**config.mk**
```make
export PLATFORM = sky130hd
export DESIGN_NAME = spi_iomem_bridge
export DESIGN_NICKNAME = d
export VERILOG_FILES = /design/src/rtl/spi_iomem_bridge_pkg.sv /design/src/rtl/spi_pin_sync.sv /design/src/rtl/spi_iomem_bridge.sv
export SDC_FILE = /design/constraint.sdc
export NUM_CORES = 1
export LEC_CHECK = 0
export CAP_MARGIN = 5
export CORE_ASPECT_RATIO = 0.5
export CORE_UTILIZATION = 59
export CTS_CLUSTER_DIAMETER = 60
export CTS_CLUSTER_SIZE = 10
export DETAILED_ROUTE_END_ITERATION = 10
export PLACE_DENSITY = 0.85
export SYNTH_ARGS = -nofsm -noshare
export SYNTH_HDL_FRONTEND = slang
export SYNTH_SLANG_ARGS = --single-unit
```
**constraint.sdc**
```tcl
create_clock -name clk -period 5.6 [get_ports clk]
set_input_delay 1.4 -clock clk [delete_from_list [all_inputs] [get_ports clk]]
set_output_delay 1.4 -clock clk [all_outputs]
set_load 0.05 [all_outputs]
```
**src/rtl/spi_iomem_bridge_pkg.sv**
```systemverilog
// Shared definitions for the SPI-to-iomem bridge: command and status codes,
// FSM state encoding, field lengths and small helper functions.
package spi_iomem_bridge_pkg;

   localparam logic [7:0] SPI_CMD_WRITE = 8'h02;
   localparam logic [7:0] SPI_CMD_READ  = 8'h03;

   localparam logic [7:0] SPI_ST_OK     = 8'h01;
   localparam logic [7:0] SPI_ST_BUSY   = 8'h00;

   localparam logic [5:0] BITS_BYTE_LAST = 6'd7;
   localparam logic [5:0] BITS_WORD_LAST = 6'd31;

   typedef enum logic [3:0] {
      ST_IDLE   = 4'd0,
      ST_CMD    = 4'd1,
      ST_ADDR   = 4'd2,
      ST_WDATA  = 4'd3,
      ST_WBUS   = 4'd4,
      ST_RBUS   = 4'd5,
      ST_STATUS = 4'd6,
      ST_RDATA  = 4'd7,
      ST_IGNORE = 4'd8
   } state_e;

   // Index of the last bit of the field received/sent in a given state.
   function automatic logic [5:0] field_last(input state_e st);
      case (st)
         ST_CMD, ST_STATUS: return BITS_BYTE_LAST;
         default:           return BITS_WORD_LAST;
      endcase
   endfunction

   // Status byte returned ahead of the read data.
   function automatic logic [7:0] status_code(input logic ok);
      if (ok) begin
         return SPI_ST_OK;
      end else begin
         return SPI_ST_BUSY;
      end
   endfunction

endpackage

```
**src/rtl/spi_pin_sync.sv**
```systemverilog
// Synchronises the SPI pins into the system clock domain and produces
// single-cycle pulses for SCK rising/falling and CS falling/rising edges.
module spi_pin_sync #(
   parameter int SYNC_STAGES = 2
) (
   input  logic clk_i,
   input  logic resetn_i,
   input  logic sck_i,
   input  logic cs_n_i,
   input  logic mosi_i,
   output logic mosi_o,
   output logic sck_rise_o,
   output logic sck_fall_o,
   output logic cs_fall_o,
   output logic cs_rise_o
);

   logic [SYNC_STAGES-1:0] sck_sync_q;
   logic [SYNC_STAGES-1:0] cs_sync_q;
   logic [SYNC_STAGES-1:0] mosi_sync_q;
   logic                   sck_prev_q;
   logic                   cs_prev_q;
   logic                   sck_s;
   logic                   cs_s;

   // Synchroniser chains plus one edge-detect flop; CS idles high so no false edge leaves reset.
   always_ff @(posedge clk_i) begin
      if (!resetn_i) begin
         sck_sync_q  <= '0;
         cs_sync_q   <= '1;
         mosi_sync_q <= '0;
         sck_prev_q  <= 1'b0;
         cs_prev_q   <= 1'b1;
      end else begin
         sck_sync_q  <= (sck_sync_q << 1) | SYNC_STAGES'(sck_i);
         cs_sync_q   <= (cs_sync_q << 1) | SYNC_STAGES'(cs_n_i);
         mosi_sync_q <= (mosi_sync_q << 1) | SYNC_STAGES'(mosi_i);
         sck_prev_q  <= sck_s;
         cs_prev_q   <= cs_s;
      end
   end

   assign sck_s      = sck_sync_q[SYNC_STAGES-1];
   assign cs_s       = cs_sync_q[SYNC_STAGES-1];
   assign mosi_o     = mosi_sync_q[SYNC_STAGES-1];
   assign sck_rise_o = sck_s & ~sck_prev_q;
   assign sck_fall_o = ~sck_s & sck_prev_q;
   assign cs_fall_o  = ~cs_s & cs_prev_q;
   assign cs_rise_o  = cs_s & ~cs_prev_q;

endmodule

```
**src/rtl/spi_iomem_bridge.sv**
```systemverilog
// SPI mode-0 target that converts write/read frames from an external MCU
// into single 32-bit iomem bus cycles and returns read data on MISO.
module spi_iomem_bridge
   import spi_iomem_bridge_pkg::*;
#(
   parameter int SYNC_STAGES = 2
) (
   input  logic        clk,
   input  logic        resetn,
   input  logic        spi_sck,
   input  logic        spi_cs_n,
   input  logic        spi_mosi,
   output logic        spi_miso,
   output logic        iomem_valid,
   input  logic        iomem_ready,
   output logic [3:0]  iomem_wstrb,
   output logic [31:0] iomem_addr,
   output logic [31:0] iomem_wdata,
   input  logic [31:0] iomem_rdata
);

   logic mosi_s, sck_rise_s, sck_fall_s, cs_fall_s, cs_rise_s;

   spi_pin_sync #(.SYNC_STAGES(SYNC_STAGES)) u_pin_sync (
      .clk_i      (clk),
      .resetn_i   (resetn),
      .sck_i      (spi_sck),
      .cs_n_i     (spi_cs_n),
      .mosi_i     (spi_mosi),
      .mosi_o     (mosi_s),
      .sck_rise_o (sck_rise_s),
      .sck_fall_o (sck_fall_s),
      .cs_fall_o  (cs_fall_s),
      .cs_rise_o  (cs_rise_s)
   );

   state_e      state_q, state_d;
   logic [5:0]  bit_cnt_q, bit_cnt_d;
   logic [31:0] shift_q, shift_d;
   logic [31:0] addr_q, addr_d;
   logic [31:0] wdata_q, wdata_d;
   logic [31:0] rd_data_q, rd_data_d;
   logic [3:0]  wstrb_q, wstrb_d;
   logic        valid_q, valid_d;
   logic        is_read_q, is_read_d;
   logic        rd_done_q, rd_done_d;
   logic        cs_pend_q, cs_pend_d;
   logic        tx_loaded_q, tx_loaded_d;
   logic        miso_q, miso_d;
   logic [38:0] tx_q, tx_d;

   logic [31:0] shifted_s;
   logic [31:0] rd_word_s;
   logic [7:0]  status_s;
   logic        field_end_s, bus_done_s, cs_pend_s, leave_s, rd_ok_s, counting_s;

   assign shifted_s   = {shift_q[30:0], mosi_s};
   assign field_end_s = sck_rise_s && (bit_cnt_q == field_last(state_q));
   assign counting_s  = state_q inside {ST_CMD, ST_ADDR, ST_WDATA, ST_STATUS, ST_RDATA};
   assign bus_done_s  = valid_q && iomem_ready;
   // A CS rise is remembered until any outstanding bus cycle has completed.
   assign cs_pend_s   = cs_rise_s || cs_pend_q;
   assign leave_s     = cs_pend_s && (state_q != ST_IDLE) && (!valid_q || iomem_ready);
   // Read data counts as ready if already captured or being captured this cycle.
   assign rd_ok_s     = rd_done_q || (bus_done_s && (wstrb_q == 4'h0));
   assign status_s    = status_code(rd_ok_s);
   assign rd_word_s   = !rd_ok_s ? 32'hFFFF_FFFF : (rd_done_q ? rd_data_q : iomem_rdata);

   // State register.
   always_ff @(posedge clk) begin
      if (!resetn) begin
         state_q <= ST_IDLE;
      end else begin
         state_q <= state_d;
      end
   end

   // Next-state logic: frame sequencing and CS-driven return to IDLE.
   always_comb begin
      state_d = state_q;
      if (leave_s) begin
         state_d = ST_IDLE;
      end else begin
         case (state_q)
            ST_IDLE: begin
               if (cs_fall_s) state_d = ST_CMD;
               else           state_d = ST_IDLE;
            end
            ST_CMD: begin
               if (field_end_s) begin
                  if ((shifted_s[7:0] == SPI_CMD_WRITE) || (shifted_s[7:0] == SPI_CMD_READ)) state_d = ST_ADDR;
                  else                                                                     state_d = ST_IGNORE;
               end else begin
                  state_d = ST_CMD;
               end
            end
            ST_ADDR: begin
               if (field_end_s) state_d = is_read_q ? ST_RBUS : ST_WDATA;
               else             state_d = ST_ADDR;
            end
            ST_WDATA: begin
               if (field_end_s) state_d = ST_WBUS;
               else             state_d = ST_WDATA;
            end
            ST_WBUS: begin
               if (bus_done_s) state_d = ST_IGNORE;
               else            state_d = ST_WBUS;
            end
            ST_RBUS:   state_d = ST_STATUS;
            ST_STATUS: begin
               if (field_end_s) state_d = ST_RDATA;
               else             state_d = ST_STATUS;
            end
            ST_RDATA: begin
               if (field_end_s) state_d = ST_IGNORE;
               else             state_d = ST_RDATA;
            end
            ST_IGNORE: state_d = ST_IGNORE;
            default:   state_d = ST_IDLE;
         endcase
      end
   end

   // Output/datapath logic: bit shifting, bus launch/completion and MISO shifting.
   always_comb begin
      bit_cnt_d   = bit_cnt_q;
      shift_d     = shift_q;
      addr_d      = addr_q;
      wdata_d     = wdata_q;
      rd_data_d   = rd_data_q;
      wstrb_d     = wstrb_q;
      valid_d     = valid_q;
      is_read_d   = is_read_q;
      rd_done_d   = rd_done_q;
      tx_d        = tx_q;
      tx_loaded_d = tx_loaded_q;
      miso_d      = miso_q;
      cs_pend_d   = cs_pend_s && !leave_s && (state_q != ST_IDLE);

      // Bus completion: drop valid and capture read data.
      if (bus_done_s) begin
         valid_d = 1'b0;
         if (wstrb_q == 4'h0) begin
            rd_data_d = iomem_rdata;
            rd_done_d = 1'b1;
         end else begin
            rd_done_d = rd_done_q;
         end
      end else begin
         valid_d = valid_q;
      end

      // Frame start clears per-frame context; otherwise shift MOSI into the field.
      if ((state_q == ST_IDLE) && cs_fall_s) begin
         bit_cnt_d   = 6'd0;
         shift_d     = 32'h0;
         is_read_d   = 1'b0;
         rd_done_d   = 1'b0;
         tx_d        = 39'h0;
         tx_loaded_d = 1'b0;
      end else if (counting_s && sck_rise_s) begin
         shift_d   = shifted_s;
         bit_cnt_d = field_end_s ? 6'd0 : (bit_cnt_q + 6'd1);
      end else begin
         shift_d = shift_q;
      end

      // Field completion: latch command, address, data and launch the bus cycle.
      if (field_end_s && !leave_s) begin
         case (state_q)
            ST_CMD: is_read_d = (shifted_s[7:0] == SPI_CMD_READ);
            ST_ADDR: begin
               addr_d = shifted_s;
               if (is_read_q) begin
                  valid_d = 1'b1;
                  wstrb_d = 4'h0;
               end else begin
                  valid_d = valid_q;
               end
            end
            ST_WDATA: begin
               wdata_d = shifted_s;
               valid_d = 1'b1;
               wstrb_d = 4'hF;
            end
            default: is_read_d = is_read_q;
         endcase
      end else begin
         is_read_d = is_read_d;
      end

      // MISO: fixed levels outside the read phases, shifted on SCK falls inside.
      case (state_q)
         ST_IDLE, ST_IGNORE:                miso_d = 1'b1;
         ST_CMD, ST_ADDR, ST_WDATA, ST_WBUS: miso_d = 1'b0;
         ST_RBUS:                           miso_d = miso_q;
         ST_STATUS, ST_RDATA: begin
            if (sck_fall_s) begin
               if (!tx_loaded_q) begin
                  miso_d      = status_s[7];
                  tx_d        = {status_s[6:0], rd_word_s};
                  tx_loaded_d = 1'b1;
               end else begin
                  miso_d = tx_q[38];
                  tx_d   = {tx_q[37:0], 1'b1};
               end
            end else begin
               miso_d = miso_q;
            end
         end
         default: miso_d = 1'b1;
      endcase
   end

   // Datapath and output registers.
   always_ff @(posedge clk) begin
      if (!resetn) begin
         bit_cnt_q   <= 6'd0;
         shift_q     <= 32'h0;
         addr_q      <= 32'h0;
         wdata_q     <= 32'h0;
         rd_data_q   <= 32'h0;
         wstrb_q     <= 4'h0;
         valid_q     <= 1'b0;
         is_read_q   <= 1'b0;
         rd_done_q   <= 1'b0;
         cs_pend_q   <= 1'b0;
         tx_q        <= 39'h0;
         tx_loaded_q <= 1'b0;
         miso_q      <= 1'b1;
      end else begin
         bit_cnt_q   <= bit_cnt_d;
         shift_q     <= shift_d;
         addr_q      <= addr_d;
         wdata_q     <= wdata_d;
         rd_data_q   <= rd_data_d;
         wstrb_q     <= wstrb_d;
         valid_q     <= valid_d;
         is_read_q   <= is_read_d;
         rd_done_q   <= rd_done_d;
         cs_pend_q   <= cs_pend_d;
         tx_q        <= tx_d;
         tx_loaded_q <= tx_loaded_d;
         miso_q      <= miso_d;
      end
   end

   assign spi_miso    = miso_q;
   assign iomem_valid = valid_q;
   assign iomem_wstrb = wstrb_q;
   assign iomem_addr  = addr_q;
   assign iomem_wdata = wdata_q;

endmodule

```
## After elaboration in Yosys (flattened, before gate mapping)

Index checks and enable logic that the tools add are counted.

- Register bits after elaboration: 194
- Input port bits: 38
- Output and inout bits: 70
- Logic and storage cells: 115

- $add $sub $neg: 1
- Equal/unequal tests: 15
- Muxes and demuxes: 35
- Bitwise logic cells: 13
- Reduce and logical (&&, ||, !) cells: 32

Operators with widths:

| kind | count |
|---|---|
| 39-bit 2-to-1 mux | 4 |
| 32-bit 2-to-1 mux | 2 |
| 4-bit case mux with 9 select lines | 1 |
| 4-bit 2-to-1 mux | 5 |
| 4-bit by 3-bit equality test with 1-bit output (second input constant) | 4 |
| 8-bit by 2-bit equality test with 1-bit output (second input constant) | 2 |
| 1-bit 2-to-1 mux | 14 |
| 1-bit logical AND | 10 |
| 2-bit OR reduction | 5 |
| 3-bit 2-to-1 mux | 3 |
| 4-bit by 2-bit equality test with 1-bit output (second input constant) | 2 |
| 4-bit zero test | 2 |
| 4-bit case mux with 2 select lines | 1 |
| 2-bit AND reduction | 4 |
| 6-bit by 1-bit adder with 6-bit output (second input constant) | 1 |
| 6-bit equality test | 1 |
| 6-bit 2-to-1 mux | 1 |
| 3-bit != test (second input constant) | 2 |
| 1-bit inverter | 6 |
| 2-bit by 1-bit OR with 2-bit output | 3 |
| 5-bit 2-to-1 mux | 1 |
| 5-bit nonzero test | 1 |
| 1-bit AND | 4 |
| 4-bit by 1-bit equality test with 1-bit output (second input constant) | 1 |
| 10 further kinds | 16 |

## Depth between registers and ports, before layout

- Depth in word-level cells: 8
- Mapped depth: 7
- Gate-level depth less buffers: 6

## Cells and area by module

A second synthesis with hierarchy kept.

- Cell total of the unflattened synthesis: 931
- Area total of the unflattened synthesis: 8107.8 um^2

By module, submodules not included:

| module | times used | cells each | area an instance (um^2) | sequential area each (um^2) |
|---|---|---|---|---|
| spi_iomem_bridge | 1 | 911 | 7872.6 | 3663.5 |
| spi_pin_sync | 1 | 20 | 235.2 | 160.2 |

## Worst setup path after synthesis

Ideal clock, no wire load.

- Path type: input-to-reg
- Start: input iomem_ready
- End: register tx_q[10]
- Library setup time: 0.117 ns
- Arrival: 2.593 ns
- Data required time: 5.483 ns
- Slack: 2.889 ns
- Stages: 7
- Path buffers: 2
- Cells stage by stage: and3b_1 > clkbuf_1 > nor2_1 > nor2_1 > clkbuf_1 > nand2_1 > a32o_1

- Cells in the longest elaborated chain, start to end: 7

RTL lines:

| what | line | text |
|---|---|---|
| from (decl) | spi_iomem_bridge.sv:15 | `input logic iomem_ready,` |
| 1-bit logical AND | spi_iomem_bridge.sv:60 | `assign bus_done_s = valid_q && iomem_ready;` |
| 1-bit logical AND | spi_iomem_bridge.sv:65 | `assign rd_ok_s = rd_done_q \|\| (bus_done_s && (wstrb_q == 4'h0));` |
| 1-bit logical OR | spi_iomem_bridge.sv:65 |  |
| 32-bit 2-to-1 mux | spi_iomem_bridge.sv:67 | `assign rd_word_s = !rd_ok_s ? 32'hFFFF_FFFF : (rd_done_q ? rd_data_q : iomem_rdata);` |
| 39-bit 2-to-1 mux | spi_iomem_bridge.sv:199 | `if (!tx_loaded_q) begin` |
| 39-bit 2-to-1 mux | spi_iomem_bridge.sv:198 | `if (sck_fall_s) begin` |
| 39-bit 2-to-1 mux | spi_iomem_bridge.sv:193 | `case (state_q)` |
| to (signal assigned) | spi_iomem_bridge.sv:242 | `tx_q <= tx_d;` |
| to (decl) | spi_iomem_bridge.sv:50 | `logic [38:0] tx_q, tx_d;` |

Every way passes these cells.
A chain may end at the register's enable or synchronous reset.

## Final worst setup path

- Start: input iomem_ready
- End: register wdata_q[2] (netlist: iomem_wdata[2])

- Cells in the longest elaborated chain, start to end: 5

RTL lines:

| what | line | text |
|---|---|---|
| 1-bit logical OR | spi_iomem_bridge.sv:63 | `assign leave_s = cs_pend_s && (state_q != ST_IDLE) && (!valid_q \|\| iomem_ready);` |
| 1-bit logical AND | spi_iomem_bridge.sv:63 |  |
| 1-bit zero test | spi_iomem_bridge.sv:169 | `if (field_end_s && !leave_s) begin` |
| 1-bit logical AND | spi_iomem_bridge.sv:169 |  |
| 2-bit AND reduction (no source line) | n/a |  |
| to (signal assigned) | spi_iomem_bridge.sv:235 | `wdata_q <= wdata_d;` |
| to (decl) | spi_iomem_bridge.sv:41 | `logic [31:0] wdata_q, wdata_d;` |

Every way passes these cells.

==> summary.txt <==
Crit. End Element - register
switching share of power - 22.6%
Placed Area - 8810 um^2
Final Cycle Share - 63.3%
core area - 12700 um^2
DRT met1 WL - 7300 um
sequential element share of the synthesized area - 49.3%
crit path launch type - primary input
DP Cell Count - 1093
Max Transition Viols Final - 0
Routed met2 length - 8070 um
Worst-Skew Late Latency - 0.43 ns
Worst EP required - 5.95 ns
Flop pwr share - 49.7%
Max FO, Critical Path - 32
endpoints failing setup - 0
die area - 13600 um^2
via/cell ratio - 5.61
vias in the first global route - 5953
Pleak - 3.24 nW
post-synth top area cell - dfxtp_1
Post-synth EDFFs - 0
Seq cells post-synth - 191
Finished Cell Area - 9450 um^2
PwrDens - 290 nW/um^2
Layout Nets - 981
Top Layer Used - met4
Clk network pwr share - 47.3%
synth unique cells - 55
initial antenna violation count - 0
status - finished, final reports clean
Die Y - 83.1 um
hold_sp - u_pin_sync.cs_sync_q[0]
Final min period - 3.54 ns
Syn Nets - 912
Buffers on Ports - 107
fin cells - 1125
Num CTS Buffers - 17
Hold Crit Class - reg2reg
ANT nets after route - 0
Reg-to-Reg End - iomem_wdata[2]
synth cell count leaders - nand2_1 (266), dfxtp_1 (191), mux2i_1 (98), a21oi_1 (73), clkbuf_1 (43)
routed wire length - 16400 um
Post-Synthesis Cells - 873
count leader, synth - nand2_1
async set-reset flop share out of synthesis - 0%
pin count of the biggest net entering global routing - 111
RSZ-0062 raised after global routing - false
gr usage total - 24.9%
drt drc - 0
R2R depth - 5
TritonRoute pass-1 iters - 5
clk root buf - clkbuf_16
final hold vios - 0
Max Clock Skew - 0.00785 ns
Synth warnings - 0
Slew @ Worst Pin - 1.26 ns
GPL Wtd Cong - 0.840
hold path depth - 1
row count - 29
metal3 WL - 784 um
Main synth FF type - dfxtp_1
Diodes inserted - 0
GRT overflow - 0
reg-to-reg startpoint - state_q[1]
Die Wd - 164 um
max-cap check violation count - 0
Critical Path AT - 3.89 ns
first-pass GRT wire length - 27500 um
crit path from - iomem_ready
Initial Util - 60.9%
CTS Hold Bufs - 0
CTS resizes - 0
Reg clk slew, reported paths - 0.07 ns
reg-to-reg slack, setup - 2.71 ns
Avg Inst Size Synth - 8.88 um^2
Synth area leaders - dfxtp_1 (49%), nand2_1 (13%), mux2i_1 (13%), a21oi_1 (4.7%), a32o_1 (4.1%)
top-area cell type share of the netlist area - 49.3%
Setup Buffers After CTS - 0
NetSw - 621 uW
clk buf depth - 2
CTS tree - yes
# IOs - 108
Post-Syn Area - 7750 um^2
maximum vdd drop - 0.141 mV
HPWL after detailed placement - 10100 um
relative slew slack - 16.0%
Routed wire per std cell - 14.6 um
WS Path Type - in2reg
Vias - 6308
Layout area overhead - 21.9%
layout cells sized above 1 - 6.18%
combinational fraction of design power - 3.0%
Post-Route Setup TNS - 0 ns
Hold Path End - u_pin_sync.cs_sync_q[1]
FMAX - 282 MHz
H-tree depth - 4
clock sink count - 191
Int Pwr - 2.12 mW
Initial DRC Count - 491
critical path, stage by stage:
cell and delay (ns):
clkdlybuf4s50_1 0.47, o22ai_1 0.51, nand3_1 0.21, nor2_4 0.99, mux2i_1 0.30
placed cells by master (no fill, tap or decap), types with 5 or more instances in the layout:
| cell type | Yosys | final |
|---|---|---|
| clkdlybuf4s50_1 | 0 | 106 |
| buf_4 | 7 | 11 |
| o21ai_0 | 7 | 7 |
| a21oi_1 | 73 | 73 |
| inv_1 | 5 | 5 |
| inv_6 | 0 | 5 |
| nand4_1 | 5 | 5 |
| nor2_1 | 22 | 20 |
| a22oi_1 | 5 | 5 |
| dfxtp_1 | 191 | 190 |
| nand2b_1 | 35 | 35 |
| and2_1 | 7 | 7 |
| mux2i_1 | 98 | 98 |
| clkbuf_16 | 0 | 17 |
| nor2b_1 | 5 | 5 |
| nand2_1 | 266 | 266 |
| a32o_1 | 32 | 32 |
layer usage:
| layer | global-route usage (%) | vias up |
|---|---|---|
| met5 | 0 | - |
| met4 | 7.41 | 0 |
| met3 | 5.39 | 29 |
| met2 | 41.7 | 166 |
| met1 | 32.1 | 3015 |
| li1 | - | 3098 |
worst max-delay path by stage:
stage / endpoint / slack (ns) / depth (start not counted)
global route: iomem_wdata[13] / 1.82 / 5
CTS: iomem_wdata[2] / 2.04 / 5
global placement: iomem_wdata[23] / 1.71 / 5
detailed placement: iomem_wdata[13] / 1.58 / 5
finish: iomem_wdata[2] / 2.06 / 5
floorplan: tx_q[10] / 2.89 / 7
power by group through the flow:
stage	registers, mW	clock network (mW)	logic [mW]
6_report	1.36	1.30	0.0827
5_1_grt	1.36	1.37	0.0905
4_1_cts	1.36	1.32	0.0828
3_5_place_dp	1.40	0	0.0822
3_3_place_gp	1.40	0	0.0815
2_1_floorplan	1.39	0	0.0427
per-stage QoR:
stage | total power [mW] | hold slack, ns | setup WS, ns | util (%)
final | 2.75 | 0.422 | 2.06 | 74.2
after global routing | 2.83 | 0.432 | 1.82 | 74.2
after CTS | 2.76 | 0.430 | 2.04 | 74.2
after detailed placement | 1.48 | 0.419 | 1.58 | 69.2
after global placement | 1.48 | 0.395 | 1.71 | 69.2
after floorplan | 1.44 | 0.386 | 2.89 | -
state kept, by name (all words and copies together), names as in the netlist, 2 cells and up:
name	cells
u_pin_sync.cs_sync_q	2
iomem_addr	32
state_q	4
iomem_wdata	32
u_pin_sync.sck_sync_q	2
rd_data_q	32
u_pin_sync.mosi_sync_q	2
tx_q	39
shift_q	31
bit_cnt_q	6
logic make-up (layout without fill, tap and decap cells):
group / after synthesis / count (layout) / share of synthesized area [%]
buf+inv: 73 / 155 / 4.31
mux: 98 / 98 / 12.6
xor+xnor: 5 / 5 / 0.565
fa+ha+maj: 2 / 2 / 0.290
simple gates: 364 / 364 / 20.7
compound gates: 140 / 140 / 12.1
flops: 191 / 191 / 49.3
cell type report:
| class | count | area [um^2] |
|---|---|---|
| tap | 170 | 213 |
| inverter | 6 | 22.5 |
| fill | 918 | 3280 |
| clock buffer | 17 | 425 |
| timing repair buffer | 117 | 1140 |
| sequential | 191 | 3820 |
| multi-input combinational | 609 | 3610 |
| clock inverter | 15 | 218 |
Power figures use the tool's default switching activity.
